--- src/rtl/param_digital_lock.sv ---
// Parameterised digital lock: entry FSM with code, attempt, inter-digit and unlock timers,
// plus in-field code reprogramming from the UNLOCKED state.
module param_digital_lock #(
  parameter int DIGIT_W     = 4,
  parameter int CODE_LEN    = 4,
  parameter logic [CODE_LEN*DIGIT_W-1:0] DEFAULT_CODE = 16'h1001,
  parameter int MAX_TRIES   = 3,
  parameter int TIMEOUT_CYC = 16,
  parameter int UNLOCK_CYC  = 8
) (
  input  logic                             clk,
  input  logic                             rst_n,
  input  logic                             start,
  input  logic                             prog_mode,
  input  logic [DIGIT_W-1:0]               digit_in,
  input  logic                             digit_valid,
  input  logic                             clear_alarm,
  output logic                             unlock,
  output logic                             alarm,
  output logic                             done,
  output logic                             busy,
  output logic [$clog2(MAX_TRIES+1)-1:0]   fail_cnt
);

  localparam int CW   = CODE_LEN * DIGIT_W;
  localparam int IDXW = $clog2(CODE_LEN + 1);
  localparam int TW   = $clog2(TIMEOUT_CYC + 1);
  localparam int UW   = $clog2(UNLOCK_CYC + 1);
  localparam int FW   = $clog2(MAX_TRIES + 1);

  typedef enum logic [2:0] {
    S_IDLE     = 3'd0,
    S_ENTER    = 3'd1,
    S_CHECK    = 3'd2,
    S_UNLOCKED = 3'd3,
    S_PROG     = 3'd4,
    S_ALARM    = 3'd5
  } state_t;

  // Digit 0 sits in the most significant slot of the code word.
  function automatic logic [DIGIT_W-1:0] get_digit(input logic [CW-1:0] code,
                                                   input logic [IDXW-1:0] idx);
    logic [DIGIT_W-1:0] d;
    d = '0;
    for (int i = 0; i < CODE_LEN; i++) begin
      d = (idx == IDXW'(i)) ? code[(CODE_LEN-1-i)*DIGIT_W +: DIGIT_W] : d;
    end
    return d;
  endfunction

  function automatic logic [CW-1:0] set_digit(input logic [CW-1:0] code,
                                              input logic [IDXW-1:0] idx,
                                              input logic [DIGIT_W-1:0] d);
    logic [CW-1:0] res;
    res = code;
    for (int i = 0; i < CODE_LEN; i++) begin
      res[(CODE_LEN-1-i)*DIGIT_W +: DIGIT_W] =
        (idx == IDXW'(i)) ? d : res[(CODE_LEN-1-i)*DIGIT_W +: DIGIT_W];
    end
    return res;
  endfunction

  state_t          state_r, state_s;
  logic [CW-1:0]   code_r, code_s;
  logic [CW-1:0]   shadow_r, shadow_s;
  logic [IDXW-1:0] idx_r, idx_s;
  logic            mismatch_r, mismatch_s;
  logic [TW-1:0]   timer_r, timer_s;
  logic [UW-1:0]   ucnt_r, ucnt_s;
  logic [FW-1:0]   fail_cnt_r, fail_cnt_s;
  logic            unlock_r, alarm_r, done_r, busy_r;
  logic            prog_done_s;
  logic            last_digit_s;
  logic            timed_out_s;
  logic [FW-1:0]   fail_inc_s;
  logic [CW-1:0]   shadow_wr_s;

  assign last_digit_s = (idx_r == IDXW'(CODE_LEN - 1));
  assign timed_out_s  = (timer_r == TW'(TIMEOUT_CYC));
  assign fail_inc_s   = fail_cnt_r + FW'(1);
  assign shadow_wr_s  = set_digit(shadow_r, idx_r, digit_in);

  // Next-state and datapath update for the lock FSM.
  always_comb begin
    state_s     = state_r;
    code_s      = code_r;
    shadow_s    = shadow_r;
    idx_s       = idx_r;
    mismatch_s  = mismatch_r;
    timer_s     = timer_r;
    ucnt_s      = ucnt_r;
    fail_cnt_s  = fail_cnt_r;
    prog_done_s = 1'b0;

    case (state_r)
      S_IDLE: begin
        if (start) begin
          state_s    = S_ENTER;
          idx_s      = '0;
          mismatch_s = 1'b0;
          timer_s    = '0;
        end else begin
          state_s = S_IDLE;
        end
      end

      S_ENTER: begin
        // A digit on the timeout cycle still counts; it takes priority.
        if (digit_valid) begin
          mismatch_s = mismatch_r | (digit_in != get_digit(code_r, idx_r));
          idx_s      = idx_r + IDXW'(1);
          timer_s    = '0;
          if (last_digit_s) begin
            state_s = S_CHECK;
          end else begin
            state_s = S_ENTER;
          end
        end else if (timed_out_s) begin
          mismatch_s = 1'b1;
          state_s    = S_CHECK;
        end else begin
          timer_s = timer_r + TW'(1);
        end
      end

      S_CHECK: begin
        if (!mismatch_r) begin
          fail_cnt_s = '0;
          ucnt_s     = '0;
          state_s    = S_UNLOCKED;
        end else if (fail_inc_s == FW'(MAX_TRIES)) begin
          fail_cnt_s = fail_inc_s;
          state_s    = S_ALARM;
        end else begin
          fail_cnt_s = fail_inc_s;
          state_s    = S_IDLE;
        end
      end

      S_UNLOCKED: begin
        if (start && prog_mode) begin
          state_s  = S_PROG;
          idx_s    = '0;
          timer_s  = '0;
          shadow_s = '0;
        end else if (ucnt_r == UW'(UNLOCK_CYC - 1)) begin
          state_s = S_IDLE;
        end else begin
          ucnt_s = ucnt_r + UW'(1);
        end
      end

      S_PROG: begin
        if (digit_valid) begin
          shadow_s = shadow_wr_s;
          idx_s    = idx_r + IDXW'(1);
          timer_s  = '0;
          if (last_digit_s) begin
            code_s      = shadow_wr_s;
            prog_done_s = 1'b1;
            state_s     = S_IDLE;
          end else begin
            state_s = S_PROG;
          end
        end else if (timed_out_s) begin
          prog_done_s = 1'b1;
          state_s     = S_IDLE;
        end else begin
          timer_s = timer_r + TW'(1);
        end
      end

      S_ALARM: begin
        if (clear_alarm) begin
          fail_cnt_s = '0;
          state_s    = S_IDLE;
        end else begin
          state_s = S_ALARM;
        end
      end

      default: begin
        state_s = S_IDLE;
      end
    endcase
  end

  // State, code and counter registers.
  always_ff @(posedge clk or negedge rst_n) begin
    if (!rst_n) begin
      state_r    <= S_IDLE;
      code_r     <= DEFAULT_CODE;
      shadow_r   <= '0;
      idx_r      <= '0;
      mismatch_r <= 1'b0;
      timer_r    <= '0;
      ucnt_r     <= '0;
      fail_cnt_r <= '0;
    end else begin
      state_r    <= state_s;
      code_r     <= code_s;
      shadow_r   <= shadow_s;
      idx_r      <= idx_s;
      mismatch_r <= mismatch_s;
      timer_r    <= timer_s;
      ucnt_r     <= ucnt_s;
      fail_cnt_r <= fail_cnt_s;
    end
  end

  // Outputs registered from the next state so they align with the state they describe.
  always_ff @(posedge clk or negedge rst_n) begin
    if (!rst_n) begin
      unlock_r <= 1'b0;
      alarm_r  <= 1'b0;
      done_r   <= 1'b0;
      busy_r   <= 1'b0;
    end else begin
      unlock_r <= (state_s == S_UNLOCKED);
      alarm_r  <= (state_s == S_ALARM);
      done_r   <= (state_s == S_CHECK) | prog_done_s;
      busy_r   <= (state_s == S_ENTER) | (state_s == S_CHECK) | (state_s == S_PROG);
    end
  end

  assign unlock   = unlock_r;
  assign alarm    = alarm_r;
  assign done     = done_r;
  assign busy     = busy_r;
  assign fail_cnt = fail_cnt_r;

endmodule

--- config.mk ---
export PLATFORM = sky130hd
export DESIGN_NAME = param_digital_lock
export DESIGN_NICKNAME = d
export VERILOG_FILES = /design/src/rtl/param_digital_lock.sv
export SDC_FILE = /design/constraint.sdc
export NUM_CORES = 1
export LEC_CHECK = 0
export CAP_MARGIN = 20
export CORE_MARGIN = 2
export CORE_UTILIZATION = 60
export CTS_BUF_LIST = sky130_fd_sc_hd__clkbuf_8
export DETAILED_ROUTE_END_ITERATION = 8
export GPL_TIMING_DRIVEN = 0
export PLACE_DENSITY = 0.8
export SETUP_SLACK_MARGIN = 0.05
export SLEW_MARGIN = 5
export SYNTH_ARGS = -nofsm -noshare
export SYNTH_HDL_FRONTEND = slang
export SYNTH_SLANG_ARGS = --single-unit
--- constraint.sdc ---
create_clock -name clk -period 4.9 [get_ports clk]
set_input_delay 1.47 -clock clk [delete_from_list [all_inputs] [get_ports clk]]
set_output_delay 1.47 -clock clk [all_outputs]
set_load 0.02 [all_outputs]
* Word-level counts from Yosys, hierarchy flattened *
Cells that the tools add are included.

storage, ports and cells
  bits in registers = 54
  bits of input ports = 10
  output and inout port bits = 6
  word-level logic and storage cells = 111

operators by class
  add/subtract/negate cells = 4
  eq/ne operators = 27
  multiplexer cells = 48
  bitwise logic cells = 4
  reductions and logical operators = 16

operators with widths
  operator             number
  $mux 4               11
  $mux 3               13
  $mux 16              2
  $pmux 16 s2          1
  $mux 5               4
  $eq 3x2->1 const B   6
  $pmux 3 s6           1
  $pmux 5 s3           1
  $ne 2x2->1 const B   7
  $eq 3x3->1 const B   4
  $reduce_and 4->1     3
  $eq 3x1->1 const B   3
  $pmux 3 s3           1
  $reduce_and 3->1     3
  $mux 1               8
  $pmux 4 s2           1
  $reduce_bool 2->1    4
  $logic_not 3->1      2
  $mux 2               3
  $ne 3x3->1 const B   2
  $add 5x1->5 const B  1
  $eq 5x5->1 const B   1
  $add 4x1->4 const B  1
  $eq 4x3->1 const B   1
  12 further kinds     15

* Logic depth before layout (Yosys ltp) *
  depth in word-level cells = 9
  mapped depth = 8
  gate-level depth less buffers = 7

* Worst setup path after synthesis *
No wires, ideal clock.

  kind = input to register
  start point = in digit_in[1]
  end point = reg mismatch_r
  library setup time = 0.127 ns
  arrival time = 2.434 ns
  required time = 4.773 ns
  setup slack = 2.339 ns
  stages on the path = 5
  buffers on the path = 0
  path through = or2_2 a211oi_1 or4_1 nor4_1 o2bb2ai_1

between the ends
  cells in the longest elaborated chain, start to end = 4

ends and longest elaborated chain
  element               line  RTL
  start, declared       15    input logic [DIGIT_W-1:0] digit_in,
  $ne 4x4->1            110   mismatch_s = mismatch_r | (digit_in != get_digit(code_r, idx_r));
  $or 1x1->1            110
  $mux 1                109   if (digit_valid) begin
  $pmux 1 s2            95    case (state_r)
  end signal, assigned  204   mismatch_r <= mismatch_s;
  end, declared         67    logic mismatch_r, mismatch_s;

Every way passes these cells.
A chain may end at the register's enable or synchronous reset.

* Worst setup path after layout *
  start point = in digit_valid
  end point = reg shadow_r[10]

between the ends
  cells in the longest elaborated chain, start to end = 2

ends and longest elaborated chain
  element                     line  RTL
  start, declared             16    input logic digit_valid,
  $ne 2x2->1 (no line)        -
  $reduce_and 3->1 (no line)  -
  end signal, assigned        202   shadow_r <= shadow_s;
  end, declared               65    logic [CW-1:0] shadow_r, shadow_s;

Every way passes these cells.

==> key figures <==
Global routing
  • Initial antenna violation count: 0
  • Met3 usage: 0.0422
  • GR Util met1: 0.351
  • Global-route wire length before repair: between 9000 and 10000 um
  • GRT overflow: 0
  • Largest net degree at the start of global routing: 39
  • Vias in the first global route: about 2000
  • Total GRT Usage: 0.240
  • Met2 usage: 0.366
  • Most crowded layer after global routing: met2

Timing
  • WHS: around 480 ps
  • Clock Skew: slightly above 8 ps
  • Max-slew violations: 0
  • Max Fclk: approximately 330 MHz
  • Slew headroom: 0.507
  • Setup TNS Final: 0 ps
  • Period utilization: 0.620
  • Worst-Margin Slew: 730 ps
  • Final Critical Period: 3040 ps
  • Final setup vio count: 0
  • RSZ-0062 raised after global routing: false
  • Hold Vio Cnt, Final: 0

Critical path
  • Critical Path RT: 5100 ps
  • CP Max Fanout: 10
  • Slowest stage delay, CP: roughly 540 ps
  • CP Launch Type: primary input
  • Crit path DAT: between 3000 and 4000 ps
  • CP Capture Type: flip-flop
  • CP delay by family, top: buffers and inverters
  • Worst setup path end: shadow_r[10]
  • Reg2reg path depth: 7
  • Worst r2r src: idx_r[1]
  • Ordered cell list for the critical path: clkdlybuf4s50_1 -> clkbuf_1 -> nand2_1 -> nand2_2 -> o41ai_1 -> a22o_1
  • CP Buf/Inv Count: 2
  • Worst setup path class: in -> reg
  • R2R Setup Slk: approximately 2600 ps
  • Critical Path Source: digit_valid
  • Slowest stage cell on the critical path: clkdlybuf4s50_1
  • Crit. path cell count: 6
  • Crit Reg-Reg Endpoint: mismatch_r

Synthesis
  • Synth cell types: 53
  • Xor/xnor share of the synthesized area: 0.0159
  • Post-synthesis compound-gate area fraction: 0.206
  • Ys Warns: 0
  • Seq/Total Area, Yosys: 0.456
  • Main combinational cell family by area after synthesis: compound AO/OA/AOI/OAI gates
  • Post-synth EDFFs: 0
  • Synth top cells by count: 48 x dfrtp_1, 36 x nand2_1, 31 x o21ai_0
  • Synthesized netlist cell count: around 300
  • Cell area after synthesis: 2750 sq um
  • Average size of a mapped cell: slightly above 9 sq um
  • Simple-gate share of the synthesized area: 0.184
  • Synth area leaders: dfrtp_1 44%, o21ai_0 5.6%, nand2_1 4.9%
  • Post-synthesis mux area share: 0.0514
  • Synth async-reset ratio: 1.00
  • Syn_nets: roughly 310
  • Synth Flop Type: dfrtp_1
  • Synth area leader: dfrtp_1
  • Share of the synthesized area in the top cell type: 0.437
  • Synth Area in Adders: 0.0409
  • Count leader, synth: dfrtp_1
  • Flop and latch count out of synthesis: 50

Layout
  • Nets@finish: around 340
  • Final instance area: ~3100 sq um
  • Antenna Cells: 0
  • Synth-to-Final Area Change: 12.8%
  • Post-Layout Cell Count: 369
  • Sequential Area: 1250 sq um
  • Layout filler cell count: 371
  • Final core utilization: 0.708
  • Multi-input gate area in the final layout: between 1000 and 1500 sq um
  • Fraction of layout cells with a size suffix above 1: 0.0789

Placed design
  • IO buf count: 13
  • GPL Wtd Cong: 0.863
  • Detail Placement HPWL: around 4200 um
  • Dpl cell area: between 2000 and 3000 sq um
  • Cells after DPL: around 360

Clocking
  • H-tree depth: 2
  • CTS buffer count: 5
  • TritonCTS clock tree: done
  • Clock sinks: 50
  • Clk buf depth: 2
  • Clk pin slew, worst setup/hold paths: about 90 ps
  • Clock root cell: clkbuf_8
  • Postcts setup bufs: 0
  • Cts repair resizes: 0
  • Worst skew pair latency: around 300 ps
  • Hold-fix buffers, CTS: 0

Floorplan
  • Core Region: between 4000 and 5000 sq um
  • Starting Density: 0.627
  • Die Wd: 71.7 um
  • Die Ht: 71.7 um
  • Io pins: 16
  • Die area: slightly above 5000 sq um
  • FP Rows: 24

Worst hold path
  • Hold WC Path Type: reg -> reg
  • Worst hold start: code_r[0]

Pwr
  • Peak supply drop: around 0.00028 V
  • Leak pwr: ~0.0014 uW
  • Pwr/cell area: roughly 500 nW/um^2

Job
  • Max-cap violation count: 0

Detailed routing
  • Avg WL per Cell: between 15 and 20 um
  • Vias per cell: between 5 and 6
  • DRT iter0 DRCs: between 100 and 150
  • DR DRC count: 0
  • Vias: roughly 2200
  • 1st-pass router iterations: 4
  • Post-DRT Antenna Nets: 0
  • DRT Wirelength: between 5000 and 6000 um

Outcome
  • Status: complete, no violations
## worst reg2reg max path, cell delays in order (launching register included)
cell and delay [ps]:
dfrtp_1 410, inv_1 90, ha_1 290, nand3b_1 230
and3_1 180, or4_1 530, nor4_1 330, o2bb2ai_1 110
## layer usage
metal,vias to the layer above,share of wire
met5,-,0
met1,1029,0.48
li1,1095,-
met2,56,0.46
met4,0,0.010
met3,7,0.054
## worst min-delay path by stage
stage / endpoint / slack, ps / cells after the start
2_1_floorplan: code_r[0] / 450 / 2
3_3_place_gp: code_r[0] / 460 / 2
3_5_place_dp: code_r[0] / 470 / 2
4_1_cts: code_r[0] / 480 / 2
5_1_grt: code_r[0] / 500 / 2
6_report: code_r[0] / 480 / 2
## metrics by stage
step | total power (uW) | setup WS (ps)
after floorplan | 1060 | 2340
after global placement | 1220 | 950
after detailed placement | 1240 | 1570
after CTS | 1590 | 1900
after global routing | 1700 | 1800
final | 1590 | 1860
## power breakdown
group	switching, uW	internal, uW
registers	63.5	496
clock network	135	218
logic	384	296
total	583	1010
## layout make-up
class / instances / share of cell area
Sequential cell: 50 / 0.404
Clock inverter: 2 / 0.0194
Multi-Input combinational cell: 214 / 0.441
Clock buffer: 6 / 0.0266
Inverter: 13 / 0.0157
Tap cell: 52 / 0.0210
Buffer: 18 / 0.0254
Timing Repair Buffer: 14 / 0.0468
## registers in the layout, indices dropped and copies added, names as in the netlist
name / cells
alarm: 1
busy: 1
code_r: 16
done: 1
fail_cnt: 2
idx_r: 3
mismatch_r: 1
shadow_r: 12
state_r: 3
timer_r: 5
ucnt_r: 4
unlock: 1
## cell usage in the layout (no fill, tap or decap), drive strengths merged, types with 2 or more instances in the layout
cell	n
a211oi	5
xor2	2
dfstp	2
o31ai	2
clkbuf	19
o22ai	2
nand4	2
nand3b	5
nor3b	2
o21bai	2
nor4	2
o41ai	2
xnor2	3
nand2b	5
a22o	13
o2bb2ai	2
nor2b	10
a21oi	16
clkdlybuf4s50	12
nand2	37
dfrtp	48
mux2i	13
inv	13
nor2	13
buf	7
bufinv	2
nand3	7
or2	2
ha	9
or3	2
o21ai	33
and3	6
## kinds of logic (layout without fill, tap and decap cells)
logic type / count (synthesis) / in the layout
fa+ha+maj: 9 / 9
mux: 14 / 14
simple gates: 98 / 98
xor+xnor: 5 / 5
buf+inv: 31 / 53
compound gates: 88 / 88
flops: 50 / 50
(Power assumes the default switching activity.)
